===== config.mk =====
export PLATFORM = sky130hd
export DESIGN_NAME = dmem_arbiter
export DESIGN_NICKNAME = d
export VERILOG_FILES = /design/src/rtl/dmem_arb_pkg.sv /design/src/rtl/dmem_arb_lock_timer.sv /design/src/rtl/dmem_arbiter.sv
export SDC_FILE = /design/constraint.sdc
export NUM_CORES = 1
export LEC_CHECK = 0
export BUFFER_PORTS_ARGS = -buffer_cell sky130_fd_sc_hd__clkbuf_2
export CORE_ASPECT_RATIO = 0.7
export CORE_MARGIN = 1.5
export CORE_UTILIZATION = 31
export DETAILED_ROUTE_END_ITERATION = 10
export PLACE_DENSITY = 0.76
export SLEW_MARGIN = 0
export SYNTH_ARGS = -nofsm -noshare
export SYNTH_HDL_FRONTEND = slang
export SYNTH_SLANG_ARGS = --single-unit

===== constraint.sdc =====
create_clock -name CLK -period 1.5 [get_ports CLK]
set_input_delay 0.225 -clock CLK [delete_from_list [all_inputs] [get_ports CLK]]
set_output_delay 0.225 -clock CLK [all_outputs]
set_load 0.05 [all_outputs]

===== src/rtl/dmem_arb_pkg.sv =====
// Shared types for the data-memory arbiter: requester ids and the request bundle.
package dmem_arb_pkg;

    localparam int DEF_ADDR_W = 8;
    localparam int DEF_DATA_W = 8;

    typedef enum logic {REQ_A = 1'b0, REQ_B = 1'b1} req_id_e;

    typedef struct packed {
        logic                  write;
        logic                  lock;
        logic [DEF_ADDR_W-1:0] addr;
        logic [DEF_DATA_W-1:0] wdata;
    } mem_req_t;

endpackage


===== src/rtl/dmem_arb_lock_timer.sv =====
// Lock ownership for atomic sequences, with a watchdog that forcibly releases
// an owner that sits idle for LOCK_TIMEOUT cycles and latches a sticky error.
module dmem_arb_lock_timer
    import dmem_arb_pkg::*;
#(
    parameter int LOCK_TIMEOUT = 16
) (
    input  logic    CLK,
    input  logic    Reset_n,
    input  logic    gnt,
    input  req_id_e gnt_id,
    input  logic    gnt_lock,
    output logic    owner_vld,
    output req_id_e owner_id,
    output logic    timeout,
    output logic    LockErr
);

    localparam int CNT_W = $clog2(LOCK_TIMEOUT + 1);
    localparam logic [CNT_W-1:0] CNT_LAST = CNT_W'(LOCK_TIMEOUT - 1);

    logic [CNT_W-1:0] cnt;

    // An owner grant in the expiry cycle takes precedence over the timeout.
    assign timeout = owner_vld && !gnt && (cnt == CNT_LAST);

    always_ff @(posedge CLK or negedge Reset_n) begin
        if (!Reset_n) begin
            owner_vld <= 1'b0;
            owner_id  <= REQ_A;
            cnt       <= '0;
            LockErr   <= 1'b0;
        end else if (gnt) begin
            // While locked only the owner can be granted, so Lock=0 here ends the sequence.
            owner_vld <= gnt_lock;
            owner_id  <= gnt_id;
            cnt       <= '0;
        end else if (owner_vld) begin
            if (timeout) begin
                owner_vld <= 1'b0;
                cnt       <= '0;
                LockErr   <= 1'b1;
            end else begin
                cnt <= cnt + 1'b1;
            end
        end
    end

endmodule


===== src/rtl/dmem_arbiter.sv =====
// Round-robin arbiter sharing one single-port data memory between two requesters,
// with locked read-modify-write sequences and a one-cycle registered read return.
module dmem_arbiter
    import dmem_arb_pkg::*;
#(
    parameter int ADDR_W       = DEF_ADDR_W,
    parameter int DATA_W       = DEF_DATA_W,
    parameter int LOCK_TIMEOUT = 16
) (
    input  logic              CLK,
    input  logic              Reset_n,
    input  logic              A_Valid,
    output logic              A_Ready,
    input  logic              A_Write,
    input  logic              A_Lock,
    input  logic [ADDR_W-1:0] A_Addr,
    input  logic [DATA_W-1:0] A_WData,
    output logic              A_RValid,
    output logic [DATA_W-1:0] A_RData,
    input  logic              B_Valid,
    output logic              B_Ready,
    input  logic              B_Write,
    input  logic              B_Lock,
    input  logic [ADDR_W-1:0] B_Addr,
    input  logic [DATA_W-1:0] B_WData,
    output logic              B_RValid,
    output logic [DATA_W-1:0] B_RData,
    output logic [ADDR_W-1:0] Mem_Address,
    output logic              Mem_ReadMem,
    output logic              Mem_WriteMem,
    output logic [DATA_W-1:0] Mem_DataIn,
    input  logic [DATA_W-1:0] Mem_DataOut,
    output logic              LockErr
);

    req_id_e  ptr, rsp_id, owner_id, gnt_id;
    logic     rsp_pend, owner_vld, timeout;
    logic     elig_a, elig_b, gnt_a, gnt_b, gnt;
    mem_req_t req_a, req_b, sel;

    assign req_a = '{write: A_Write, lock: A_Lock, addr: A_Addr, wdata: A_WData};
    assign req_b = '{write: B_Write, lock: B_Lock, addr: B_Addr, wdata: B_WData};

    // Reset_n gates eligibility so nothing reaches the memory while reset is held.
    assign elig_a = Reset_n && A_Valid && (!owner_vld || owner_id == REQ_A);
    assign elig_b = Reset_n && B_Valid && (!owner_vld || owner_id == REQ_B);
    assign gnt_a  = elig_a && (!elig_b || ptr == REQ_A);
    assign gnt_b  = elig_b && !gnt_a;
    assign gnt    = gnt_a || gnt_b;
    assign gnt_id = gnt_b ? REQ_B : REQ_A;
    assign sel    = gnt_b ? req_b : req_a;

    assign A_Ready      = gnt_a;
    assign B_Ready      = gnt_b;
    assign Mem_Address  = gnt ? sel.addr  : '0;
    assign Mem_DataIn   = gnt ? sel.wdata : '0;
    assign Mem_WriteMem = gnt &&  sel.write;
    assign Mem_ReadMem  = gnt && !sel.write;

    dmem_arb_lock_timer #(
        .LOCK_TIMEOUT(LOCK_TIMEOUT)
    ) u_lock (
        .CLK      (CLK),
        .Reset_n  (Reset_n),
        .gnt      (gnt),
        .gnt_id   (gnt_id),
        .gnt_lock (sel.lock),
        .owner_vld(owner_vld),
        .owner_id (owner_id),
        .timeout  (timeout),
        .LockErr  (LockErr)
    );

    always_ff @(posedge CLK or negedge Reset_n) begin
        if (!Reset_n) begin
            ptr      <= REQ_A;
            rsp_pend <= 1'b0;
            rsp_id   <= REQ_A;
        end else begin
            if (gnt)
                ptr <= gnt_b ? REQ_A : REQ_B;
            else if (timeout)
                ptr <= (owner_id == REQ_A) ? REQ_B : REQ_A;
            rsp_pend <= gnt && !sel.write;
            if (gnt)
                rsp_id <= gnt_id;
        end
    end

    assign A_RValid = rsp_pend && (rsp_id == REQ_A);
    assign B_RValid = rsp_pend && (rsp_id == REQ_B);
    assign A_RData  = A_RValid ? Mem_DataOut : '0;
    assign B_RData  = B_RValid ? Mem_DataOut : '0;

endmodule


==> reports/qor.tcl <==
set qor(peak_ir_drop_on_the_vdd_network_mv) 0.833
set qor(grt_usage_pct) 24.2
set qor(synth.yosys.warnings) 0
set qor(power_density_mw_per_mm2) 1260
set qor(cts_sinks) 10
set qor(avgRoutedWirePerCell_um) 17.8
set qor(post_synthesis_sequential_area_ratio_pct) 30.4
set qor(globalRoute.totalOverflow) 0
set qor(report.final.slew_viol_count) 0
set qor(grt_first_pass_wirelength_mm) 5.38
set qor(synth-async-reset-ratio_pct) 100
set qor(worst_hold_slack_ns) 0.238
set qor(n_fill_cell) 112
set qor(combPwrFrac_pct) 72.4
set qor(ctsLongestPathBuffers) 2
set qor(synth_fp_nets) 143
set qor(maxCapViolations) 0
set qor(multi_input_area_um2) 714
set qor(wl_met3_um) 248
set qor(hold-path-endpoint) {u_lock.owner_vld$_DFF_PN0_}
set qor(yosys_most_used_dff) {sky130_fd_sc_hd__dfrtp_1}
set qor(hold_depth) 2
set qor(cell_area_after_synthesis_um2) 822
set qor(kind_of_launch_point_of_the_worst_setup_path) {flop}
set qor(tritoncts) {done}
set qor(skew_ns) 0.00432
set qor(number_of_nets_in_the_final_layout) 255
set qor(dp.cells) 226
set qor(rsz0062_at_grt) {true}
set qor(final_cell_count_no_fill) 239
set qor(tritoncts.num_buffers) 3
set qor(worstRegToRegCells) 7
set qor(cp.required_ns) 1.27
set qor(layout-drive-gt1-share_pct) 74.6
set qor(worst_setup_path_end_kind) {output pin}
set qor(die-width_um) 64.6
set qor(crit_arrival_ns) 1.74
set qor(place.gp.congestion) 0.823
set qor(status) {complete, but fails checks}
set qor(final.min_clock_period_ns) 1.97
set qor(avgSynthCellArea_um2) 8.75
set qor(synth_enable_flop_cells) 0
set qor(clk_transition_reported_paths_ns) 0.05
set qor(design.portCount) 87
set qor(violated_checks) {negative setup slack}
set qor(clk_latency_ns) 0.23
set qor(achievable-frequency_mhz) 508
set qor(wl_met2_mm) 2.28
set qor(timing.setup.critical_path_class) {reg -> out}
set qor(grt_pass1_vias) 1167
set qor(reg2reg_from) {u_lock.owner_vld$_DFF_PN0_}
set qor(netlist.top_cell.by_area) {sky130_fd_sc_hd__dfrtp_1}
set qor(viasPerCell) 5.33
set qor(design.core.area_mm2) 0.00250
set qor(drtIter0Drc) 32
set qor(wl_met1_mm) 1.52
set qor(number_of_optimization_iterations_in_the_first_detailed_route_pass) 4
set qor(worstHoldPathType) {in -> reg}
set qor(postSynthCellCount) 94
set qor(most_frequently_used_cell_type_in_the_post_synthesis_netlist) {sky130_fd_sc_hd__a22o_1}
set qor(grt_start_max_net_pins) 18
set qor(reg2reg_to) {u_lock.owner_vld$_DFF_PN0_}
set qor(power.share.sequential_pct) 15.2
set qor(antenna_violating_nets_post_route) 0
set qor(power_report.internal_total_w) 0.00151
set qor(synth.distinct_cells) 32
set qor(clockPowerShare_pct) 12.3
set qor(antenna_cells) 0
set qor(period_share_pct) 131
set qor(setup_viol) 29
set qor(synth_top_cell_area_share_pct) 30.4
set qor(final_core_utilization_pct) 85.6
set qor(seqCellArea_um2) 251
set qor(final.setup.tns_ns) -9.25
set qor(antenna_found_initial) 0
set qor(detail_route.drc_violations) 0
set qor(netlist_top_cells_count) {sky130_fd_sc_hd__a22o_1 (16), sky130_fd_sc_hd__and2_1 (10), sky130_fd_sc_hd__and3_1 (10), sky130_fd_sc_hd__dfrtp_1 (10), sky130_fd_sc_hd__nor2_1 (7)}
set qor(synth.top_cells.by_area) {sky130_fd_sc_hd__dfrtp_1 (30%), sky130_fd_sc_hd__a22o_1 (17%), sky130_fd_sc_hd__and2_1 (7.6%)}
set qor(report.final.hold_viol_count) 0
set qor(num_vias) 1273
set qor(htree_levels) 1
set qor(hold_path_startpoint) {B_Lock}
set qor(initial_utilization_pct) 32.9
set qor(ff2ff_setup_slack_ns) -0.10
set qor(detailed_place_hpwl_mm) 2.65
set qor(layout_setup_ws_ns) -0.469
set qor(clockRootBuffer) {sky130_fd_sc_hd__clkbuf_8}
set qor(netSwitchingPower_w) 0.00119
set qor(maxSlewHeadroom_pct) 69.1
set qor(worst-path-max-fanout) 5
set qor(leakage_power_total_nw) 1.13
set qor(floorplan.die_area_mm2) 0.00297
set qor(routed_wirelength_mm) 4.26
set qor(area_delta_synth_final_pct) 160
set qor(port_buffers) 86
set qor(timing_worst_slew_pin_value_ns) 0.462
set qor(synth_seq_cells) 10
set qor(power.share.switching_pct) 44.2
set qor(top_signal_layer_used) {met4}
set qor(die_y_um) 46.1
set qor(rows) 15
per-stage QoR:
stage	instance area, µm²	total power (W)	setup slack (ns)
after global placement	1600	0.00181	-0.228
after CTS	1970	0.00246	-0.494
after global routing	2140	0.00281	-0.524
after floorplan	996	0.00143	-0.197
final	2140	0.00270	-0.469
after detailed placement	1600	0.00186	-0.312
worst max path at each step:
stage | from | end | slack, ns | cells past startpoint
after CTS | u_lock.owner_vld$_DFF_PN0_ | Mem_Address[6] | -0.49 | 5
after detailed placement | u_lock.owner_vld$_DFF_PN0_ | Mem_Address[4] | -0.31 | 7
after global routing | u_lock.owner_vld$_DFF_PN0_ | Mem_ReadMem | -0.52 | 6
after global placement | u_lock.owner_vld$_DFF_PN0_ | Mem_DataIn[7] | -0.23 | 7
after floorplan | u_lock.owner_vld$_DFF_PN0_ | Mem_WriteMem | -0.20 | 5
final | u_lock.owner_vld$_DFF_PN0_ | Mem_ReadMem | -0.47 | 6
metal layers:
layer / vias to the layer above / global-route usage (%)
met4: 0 / 11.1
met3: 22 / 6.60
met1: 595 / 26.8
met5: - / 0
li1: 583 / -
met2: 73 / 44.8
power groups by stage:
stage	clock (W)	sequential (W)	combinational [W]
after floorplan	0	0.000401	0.00102
after global placement	0	0.000396	0.00141
after detailed placement	0	0.000405	0.00145
after CTS	0.000343	0.000406	0.00171
after global routing	0.000359	0.000418	0.00204
final	0.000333	0.000412	0.00196
critical path, cell delays in order, from the launching register on:
cell,delay [ns]
sky130_fd_sc_hd__dfrtp_1,0.39
sky130_fd_sc_hd__buf_4,0.16
sky130_fd_sc_hd__nand2b_4,0.07
sky130_fd_sc_hd__and4_4,0.31
sky130_fd_sc_hd__mux2i_4,0.27
sky130_fd_sc_hd__and2_4,0.18
sky130_fd_sc_hd__buf_12,0.13
timing repair:
item / CTS / global route
resized for setup: 63 / 60
endpoints found under the hold margin: 10 / 0
buffers inserted: 2 / 5
hold buffers: 1 / 0
cloned: 0 / 2
pin swaps: 2 / 9
endpoints found under the setup margin: 37 / 38
final cells by class:
| cell class | count | area share, % |
|---|---|---|
| tap | 34 | 1.99 |
| multi-input combinational | 75 | 33.4 |
| sequential | 10 | 11.8 |
| clock buffer | 4 | 2.58 |
| inverter | 3 | 0.527 |
| timing repair buffer | 113 | 49.7 |
logic make-up after synthesis:
family / synth area share [%]
DFF: 30.4
buffers and inverters: 6.24
adders and majority gates: 1.52
muxes: 2.44
AOI/OAI and AO/OA: 28.9
xor gates and xnor gates: 1.07
and+or+nand+nor: 29.4
sequential cells by signal (all words and copies together), names as in the netlist:
| signal | flops |
|---|---|
| rsp_pend | 1 |
| u_lock.owner_vld | 1 |
| u_lock.owner_id | 1 |
| ptr | 1 |
| u_lock.cnt | 5 |
| u_lock.LockErr | 1 |
cells in the final DEF, fill, tap and decap left out, types with 2 or more instances in the layout:
master,n
sky130_fd_sc_hd__and3_1,10
sky130_fd_sc_hd__o21ai_0,4
sky130_fd_sc_hd__dfrtp_1,9
sky130_fd_sc_hd__clkbuf_8,5
sky130_fd_sc_hd__a22o_2,3
sky130_fd_sc_hd__buf_6,12
sky130_fd_sc_hd__a22o_4,13
sky130_fd_sc_hd__nand2_1,2
sky130_fd_sc_hd__buf_8,23
sky130_fd_sc_hd__clkbuf_16,4
sky130_fd_sc_hd__and2_4,10
sky130_fd_sc_hd__inv_1,2
sky130_fd_sc_hd__a21oi_1,3
sky130_fd_sc_hd__buf_4,15
sky130_fd_sc_hd__clkbuf_2,53
sky130_fd_sc_hd__buf_12,4
sky130_fd_sc_hd__nor2_1,6
Power figures use the tool's default switching activity.
